File: src/rtl/lc3_mem_seq.sv
// lc3_mem_seq: LC-3 style instruction/memory sequencer.
// Steps fetch, decode, load and store through a small FSM and emits
// datapath load enables decoded straight from the state register.
// Optional build macro LC3_MEM_TIMEOUT_EN adds a memory-wait watchdog
// (MEM_TIMEOUT cycles) with a sticky err flag; without it err is 0.
// state_dbg exposes the current state encoding for observation.
module lc3_mem_seq #(
  parameter int unsigned MEM_TIMEOUT = 15
) (
  input  logic       clk,
  input  logic       reset,
  input  logic       run,
  input  logic       op_valid,
  input  logic [1:0] op_kind,
  input  logic       mem_r,
  output logic       mem_en,
  output logic       mem_we,
  output logic       ld_mar,
  output logic       ld_mdr,
  output logic       ld_ir,
  output logic       ld_pc,
  output logic       ld_reg,
  output logic       ld_cc,
  output logic       mar_sel,
  output logic       mdr_sel,
  output logic       gate_mdr,
  output logic       instr_done,
  output logic       busy,
  output logic       err,
  output logic [3:0] state_dbg
);

  typedef enum logic [3:0] {
    IDLE   = 4'd0,
    F_MAR  = 4'd1,
    F_MEM  = 4'd2,
    F_IR   = 4'd3,
    DECODE = 4'd4,
    D_MAR  = 4'd5,
    D_MEM  = 4'd6,
    D_WB   = 4'd7,
    S_MAR  = 4'd8,
    S_MEM  = 4'd9
  } state_t;

  state_t state_q, state_d;
  logic   in_mem;
  logic   timeout;
  logic   instr_end;

  assign in_mem    = (state_q == F_MEM) || (state_q == D_MEM) || (state_q == S_MEM);
  assign state_dbg = state_q;

`ifdef LC3_MEM_TIMEOUT_EN
  localparam logic [7:0] TMO = 8'(MEM_TIMEOUT);

  logic [7:0] cnt_q, cnt_d;
  logic       err_q, err_d;

  // Wait counter: zero outside memory states, counts cycles without mem_r inside them.
  always_comb begin
    cnt_d   = 8'd0;
    timeout = 1'b0;
    if (in_mem && !mem_r) begin
      cnt_d   = cnt_q + 8'd1;
      timeout = (cnt_d == TMO);
    end
    err_d = err_q | timeout;
  end

  // Watchdog registers; err stays set until reset.
  always_ff @(posedge clk or negedge reset) begin
    if (!reset) begin
      cnt_q <= 8'd0;
      err_q <= 1'b0;
    end else begin
      cnt_q <= cnt_d;
      err_q <= err_d;
    end
  end

  assign err = err_q;
`else
  assign timeout = 1'b0;
  assign err     = 1'b0;
`endif

  // Next-state logic; instr_end marks the last cycle of an instruction.
  always_comb begin
    state_d   = state_q;
    instr_end = 1'b0;
    case (state_q)
      IDLE:   if (run && !err) state_d = F_MAR;
      F_MAR:  state_d = F_MEM;
      F_MEM:  if (timeout) state_d = IDLE;
              else if (mem_r) state_d = F_IR;
      F_IR:   state_d = DECODE;
      DECODE: if (op_valid) begin
                case (op_kind)
                  2'b00:   instr_end = 1'b1;
                  2'b01:   state_d   = D_MAR;
                  2'b10:   state_d   = S_MAR;
                  default: state_d   = IDLE;
                endcase
              end
      D_MAR:  state_d = D_MEM;
      D_MEM:  if (timeout) state_d = IDLE;
              else if (mem_r) state_d = D_WB;
      D_WB:   instr_end = 1'b1;
      S_MAR:  state_d = S_MEM;
      S_MEM:  if (timeout) state_d = IDLE;
              else if (mem_r) instr_end = 1'b1;
      default: state_d = IDLE;
    endcase
    if (instr_end) state_d = run ? F_MAR : IDLE;
  end

  // State register; reset forces IDLE, which zeroes every output at once.
  always_ff @(posedge clk or negedge reset) begin
    if (!reset) state_q <= IDLE;
    else        state_q <= state_d;
  end

  // Output decode from the state, qualified by mem_r/op_valid where needed.
  always_comb begin
    mem_en     = 1'b0;
    mem_we     = 1'b0;
    ld_mar     = 1'b0;
    ld_mdr     = 1'b0;
    ld_ir      = 1'b0;
    ld_pc      = 1'b0;
    ld_reg     = 1'b0;
    ld_cc      = 1'b0;
    mar_sel    = 1'b0;
    mdr_sel    = 1'b0;
    gate_mdr   = 1'b0;
    instr_done = instr_end;
    busy       = (state_q != IDLE);
    case (state_q)
      F_MAR: begin
        ld_mar = 1'b1;
        ld_pc  = 1'b1;
      end
      F_MEM, D_MEM: begin
        mem_en = 1'b1;
        ld_mdr = mem_r;
      end
      F_IR: begin
        gate_mdr = 1'b1;
        ld_ir    = 1'b1;
      end
      DECODE: begin
        if (op_valid && op_kind == 2'b00) begin
          ld_reg = 1'b1;
          ld_cc  = 1'b1;
        end
        if (op_valid && op_kind == 2'b11) instr_done = 1'b1;
      end
      D_MAR: begin
        ld_mar  = 1'b1;
        mar_sel = 1'b1;
      end
      D_WB: begin
        gate_mdr = 1'b1;
        ld_reg   = 1'b1;
        ld_cc    = 1'b1;
      end
      S_MAR: begin
        ld_mar  = 1'b1;
        mar_sel = 1'b1;
        ld_mdr  = 1'b1;
        mdr_sel = 1'b1;
      end
      S_MEM: begin
        mem_en = 1'b1;
        mem_we = 1'b1;
      end
      default: ;
    endcase
  end

endmodule

File: config.mk
export PLATFORM = sky130hd
export DESIGN_NAME = lc3_mem_seq
export DESIGN_NICKNAME = d
export VERILOG_FILES = /design/src/rtl/lc3_mem_seq.sv
export SDC_FILE = /design/constraint.sdc
export NUM_CORES = 1
export LEC_CHECK = 0
export CAP_MARGIN = 20
export CORE_MARGIN = 2
export CORE_UTILIZATION = 39
export DETAILED_ROUTE_END_ITERATION = 10
export GPL_TIMING_DRIVEN = 0
export PLACE_DENSITY_LB_ADDON = 0.08
export SLEW_MARGIN = 10
export SYNTH_ARGS = -nofsm -noshare
export SYNTH_HDL_FRONTEND = slang
export SYNTH_SLANG_ARGS = --single-unit
export TNS_END_PERCENT = 100
File: constraint.sdc
create_clock -name clk -period 1.3 [get_ports clk]
set_input_delay 0.13 -clock clk [delete_from_list [all_inputs] [get_ports clk]]
set_output_delay 0.13 -clock clk [all_outputs]
set_load 0.01 [all_outputs]
==> run_results.csv, run 1 <==
group,metric,value,unit
clock_tree,clockBufferDepth,2,
place,place_area,788,sq um
setup_path,arrival,1.54,ns
setup_path,crit_slowest_cell,"dfrtp_2",
floorplan,die_h,40.8,um
place,gp_congestion,0.736,
detailed_routing,drcViolationCount,0,
layout,utilization,84.8,%
layout,antenna_cells,0,
floorplan,coreArea,1280,sq um
floorplan,dieArea,1670,sq um
setup_path,cp-end-kind,"output port",
yosys,avgSynthCellArea,8.02,sq um
layout,seq_area,105,sq um
floorplan,rows,13,
clock_tree,cts_max_level,1,
setup_path,critPathMaxStageDelay,0.43,ns
layout,final_area,1090,sq um
timing,clock_skew,0.00461,ns
clock_tree,cts_buffers,3,
timing,timing.final.ws_setup,-0.366,ns
setup_path,rrSetupSlack,-0.16,ns
setup_path,worstPathCellList,"buf_6, nand3b_1, nor4_2, a21oi_1, nand2_1, buf_2",
yosys,syn_inst,66,
yosys,netlist_area,529,sq um
yosys,synthTopCellsByArea,"dfrtp_1 19%, nor2_1 5.7%, nand2b_1 4.7%",
grt,grt_pass1_wl,2500,um
timing,hold_viol,0,
place,io_buffers,23,
timing,setup_violations,16,
pwr,vdd_drop_max,1460,uV
clock_tree,clock-sinks,4,
layout,fillers,74,
timing,post-route-period-util,128,%
grt,grtUsageTotal,23.9,%
clock_tree,cts_root_buffer,"clkbuf_4",
clock_tree,hold_buffers,0,
pwr,powerDensity,2050,nW/um^2
min_path,worst_hold_path_type,"in2async",
detailed_routing,wl,2250,um
grt,grt_pass1_vias,561,
setup_path,required,1.17,ns
layout,layout_common_cells,"17 x buf_4, 16 x buf_6, 9 x buf_2",
timing,final_max_slew_viol_count,0,
timing,maxClockFrequency,0.600,GHz
outcome,status,"finished with violations",
yosys,ys_ff_latch,4,
timing,period_minus_slack,1.67,ns
detailed_routing,antenna_left,0,
outcome,violations,"negative setup slack",
yosys,synth.distinct_cells,33,
clock_tree,clk-insertion-delay-late,0.24,ns
yosys,yosysTopAreaCell,"dfrtp_1",
layout,final_common_cell,"buf_4",
clock_tree,clkSlewWorstSetupHoldPaths,0.04,ns
detailed_routing,drt_iter0_drc,19,
floorplan,fp.dieW,40.8,um
run,drv_cap,0,
pwr,power.total,2230,uW
detailed_routing,post_drt_wl_per_cell,17.0,um
floorplan,initial_core_util,41.2,%
layout,nNetsFinal,126,
setup_path,cp-start-kind,"flop",
grt,antenna_found_initial,0,
layout,multi_input_area,444,sq um
place,preCtsSetupSlack,-0.591,ns
setup_path,critical_path.max_fanout,6,
grt,overflow,0,
yosys,ys_seq_area_share,18.9,%
grt,grt_max_degree,11,
place,dp_hpwl,1050,um
yosys,synth-warning-count,0,
pwr,p_leak,0.000535,uW
layout,area_growth,106,%
clock_tree,tritoncts,"yes",
floorplan,io-pin-count,25,
detailed_routing,post_drt_via_cell_ratio,5.46,
timing,rsz0062_at_grt,"true",
layout,drive_gt1_share,64.1,%
yosys,synthesis.nets,73,
setup_path,path_class,"reg2out",
layout,largest_register_ffs,4,
detailed_routing,dr.pass1.iters,4,
detailed_routing,vias,721,
yosys,yosys.area.top_type_share,18.9,%
[through the flow]
step / instances / hold slack [ns] / TNS (ns)
detailed placement: 104 / 0.348 / -4.58
floorplan: 66 / -0.166 / -0.000314
global placement: 104 / 0.341 / -4.46
global route: 132 / 0.102 / -3.35
finish: 132 / 0.0920 / -2.51
CTS: 122 / 0.0976 / -1.99
[cells by family after synthesis]
| logic type | share of synthesized area [%] |
|---|---|
| muxes | 3.78 |
| buffers and inverters | 11.1 |
| AOI/OAI and AO/OA | 24.8 |
| DFF | 18.9 |
| and+or+nand+nor | 40.7 |
| other | 0.709 |
[what timing repair did]
action,in CTS,in global routing
gates cloned,0,1
pin swaps,12,9
resized for setup,74,23
buffers inserted,15,10
endpoints found under the setup margin,18,16
[report_power, final]
group / total [uW] / internal [uW] / switching [uW]
clock: 160 / 104 / 56.2
sequential: 260 / 182 / 78.3
combinational: 1810 / 1010 / 804
total: 2230 / 1290 / 938
[Yosys cell counts]
master / count
a31oi_4: 1
nand4b_2: 1
mux2i_1: 2
nor3_1: 3
buf_2: 2
o21ai_0: 3
o22ai_1: 1
conb_1: 1
and4b_1: 1
nor2_1: 8
inv_1: 3
or2_4: 1
o22a_1: 1
nor2_4: 1
o211ai_2: 1
buf_6: 2
buf_4: 2
and3b_1: 1
o21a_1: 1
a21oi_1: 4
nor2b_1: 2
nand2b_1: 4
a211oi_1: 1
or2_1: 1
nand3b_1: 1
o32ai_2: 1
o21ai_4: 1
nor2_2: 1
and2_1: 2
nand2_1: 6
nor4_1: 1
nand3_4: 1
dfrtp_1: 4
[layer usage]
metal | vias up | track usage, % | part of all wire [%]
met1 | 354 | 27.6 | 41
met3 | 4 | 3.80 | 5.5
met2 | 32 | 41.8 | 52
met5 | - | 0 | 0
met4 | 0 | 11.7 | 2.0
li1 | 331 | - | -
[area by class of cell]
| cell class | instances | share of cell area, % |
|---|---|---|
| clock buffer | 3 | 2.07 |
| inverter | 3 | 1.03 |
| buffer | 6 | 6.20 |
| multi-input combinational | 53 | 40.8 |
| timing repair buffer | 48 | 38.6 |
| sequential | 4 | 9.64 |
| tap | 15 | 1.72 |
[worst paths after layout]
kind	depth (start not counted)	from	to
max	6	state_dbg[3]	instr_done
min	1	reset	state_dbg[2]
max reg2reg	6	state_dbg[2]	state_dbg[0]
min reg2reg	3	state_dbg[1]	state_dbg[1]
max in group asynchronous	1	reset	state_dbg[0]
min in group clk	3	run	state_dbg[0]
[worst max-delay path: cells and delay by family, from the launching register on]
kind                   cells  cell delay (ns)
buffers and inverters      2             0.28
AOI/OAI and AO/OA          1             0.09
DFF                        1             0.43
and+or+nand+nor            3             0.49
Note: power is estimated with default switching activity, not from simulation.
==> run 2, diff against run 1 <==
--- a/config.mk
+++ b/config.mk
@@ -11,6 +11,8 @@
 export DETAILED_ROUTE_END_ITERATION = 10
 export GPL_TIMING_DRIVEN = 0
 export PLACE_DENSITY_LB_ADDON = 0.08
+export SETUP_SLACK_MARGIN = 0.05
+export SKIP_CTS_REPAIR_TIMING = 1
 export SLEW_MARGIN = 10
 export SYNTH_ARGS = -nofsm -noshare
 export SYNTH_HDL_FRONTEND = slang
==> run_results.csv, run 2 (synthesis gave the netlist of run 1 again) <==
group,metric,value,unit
outcome,status,"finished with violations",
outcome,violations,"negative setup slack",
setup_path,rrSetupSlack,-0.24,ns
timing,setup_violations,16,
layout,fillers,91,
clock_tree,clock-sinks,4,
clock_tree,cts_buffers,3,
pwr,powerDensity,1970,nW/um^2
floorplan,die_h,40.8,um
setup_path,critical_path.endpoint,"ld_mar",
floorplan,io-pin-count,25,
grt,antenna_found_initial,0,
detailed_routing,vias,674,
place,io_buffers,23,
detailed_routing,antenna_left,0,
setup_path,cp-end-kind,"output port",
clock_tree,tritoncts,"yes",
grt,use_met1,29.0,%
min_path,worst_hold_path_type,"in2async",
clock_tree,cts_root_buffer,"clkbuf_4",
setup_path,reg2reg_to,"state_dbg[0]",
grt,grt_pass1_wl,2240,um
detailed_routing,dr.pass1.iters,4,
detailed_routing,drcViolationCount,0,
timing,final_max_slew_viol_count,0,
setup_path,ff2ff_path_depth,6,
clock_tree,clockBufferDepth,2,
setup_path,required,1.17,ns
setup_path,critical_path.max_fanout,6,
detailed_routing,wl,2030,um
place,dp_hpwl,1060,um
grt,overflow,0,
setup_path,reg2reg_from,"state_dbg[3]",
place,gp_congestion,0.731,
timing,fin_setup_tns,-3.33,ns
pwr,vdd_drop_max,1460,uV
clock_tree,clkSlewWorstSetupHoldPaths,0.05,ns
place,preCtsSetupSlack,-0.568,ns
grt,grt_max_degree,11,
floorplan,initial_core_util,41.2,%
detailed_routing,drt_iter0_drc,11,
timing,clock_skew,0.0152,ns
timing,timing.final.ws_setup,-0.401,ns
pwr,power.total,2050,uW
run,drv_cap,0,
clock_tree,clk-insertion-delay-late,0.25,ns
grt,top_usage_layer,"met2",
layout,area_growth,96.2,%
grt,met3_usage,3.26,%
floorplan,rows,13,
floorplan,coreArea,1280,sq um
clock_tree,cts_max_level,1,
grt,grt_pass1_vias,504,
timing,period_minus_slack,1.70,ns
setup_path,cp-start-kind,"flop",
detailed_routing,post_drt_wl_per_cell,16.0,um
layout,drive_gt1_share,63.4,%
detailed_routing,post_drt_via_cell_ratio,5.31,
timing,maxClockFrequency,0.588,GHz
grt,grtUsageTotal,21.2,%
timing,rsz0062_at_grt,"true",
layout,antenna_cells,0,
setup_path,startpoint,"state_dbg[3]",
layout,final_common_cell,"buf_4",
layout,largest_register_ffs,4,
layout,nNetsFinal,120,
pwr,p_leak,0.000538,uW
floorplan,dieArea,1670,sq um
layout,layout_common_cells,"15 x buf_4, 11 x buf_6, 9 x buf_2",
timing,post-route-period-util,131,%
timing,hold_viol,0,
floorplan,fp.dieW,40.8,um
grt,met2_usage,30.9,%
setup_path,arrival,1.57,ns
setup_path,path_class,"reg2out",
run 2: metrics by stage:
step                      util [%]  cell area (sq um)  std cells  hold slack, ns
final                         80.8               1040        127          0.0817
after global routing          80.8               1040        127          0.0828
after CTS                     64.3                826        108          0.0770
after detailed placement      62.2                800        104           0.343
after global placement        62.2                800        104           0.341
after floorplan                  -                551         66          -0.166
run 2: critical path, stage by stage, from the launching register on:
cell and delay, ns:
dfrtp_2 0.46, buf_6 0.14, buf_4 0.14, mux2i_2 0.18
nor2_2 0.05, or2_1 0.20, buf_2 0.14
run 2: power breakdown:
| part | internal [uW] | switching (uW) | leakage (uW) | total [uW] |
|---|---|---|---|---|
| Combinational | 849 | 749 | 0.000477 | 1600 |
| Sequential | 182 | 82.5 | 0.0000461 | 264 |
| Clock | 116 | 67.2 | 0.0000150 | 183 |
run 2: worst min-delay path by stage:
| stage | cells after the start | endpoint | slack, ns | from |
|---|---|---|---|---|
| after detailed placement | 1 | state_dbg[0] | 0.34 | reset |
| after global routing | 1 | state_dbg[2] | 0.08 | reset |
| after CTS | 1 | state_dbg[2] | 0.08 | reset |
| after floorplan | 0 | state_dbg[0] | -0.17 | reset |
| final | 1 | state_dbg[2] | 0.08 | reset |
| after global placement | 1 | state_dbg[0] | 0.34 | reset |
run 2: per-layer routing:
metal,vias up,wire length (um)
met5,-,0
met4,0,27
met3,4,73
met2,23,1100
met1,329,825
li1,318,-
run 2: final cells by class:
cell class / count / area [sq um] / share of cell area (%)
Tap cell: 15 / 18.8 / 1.81
Buffer: 6 / 71.3 / 6.87
Sequential cell: 4 / 105 / 10.1
Clock buffer: 4 / 26.3 / 2.53
Timing Repair Buffer: 42 / 355 / 34.2
Multi-Input combinational cell: 53 / 450 / 43.4
Inverter: 3 / 11.3 / 1.08
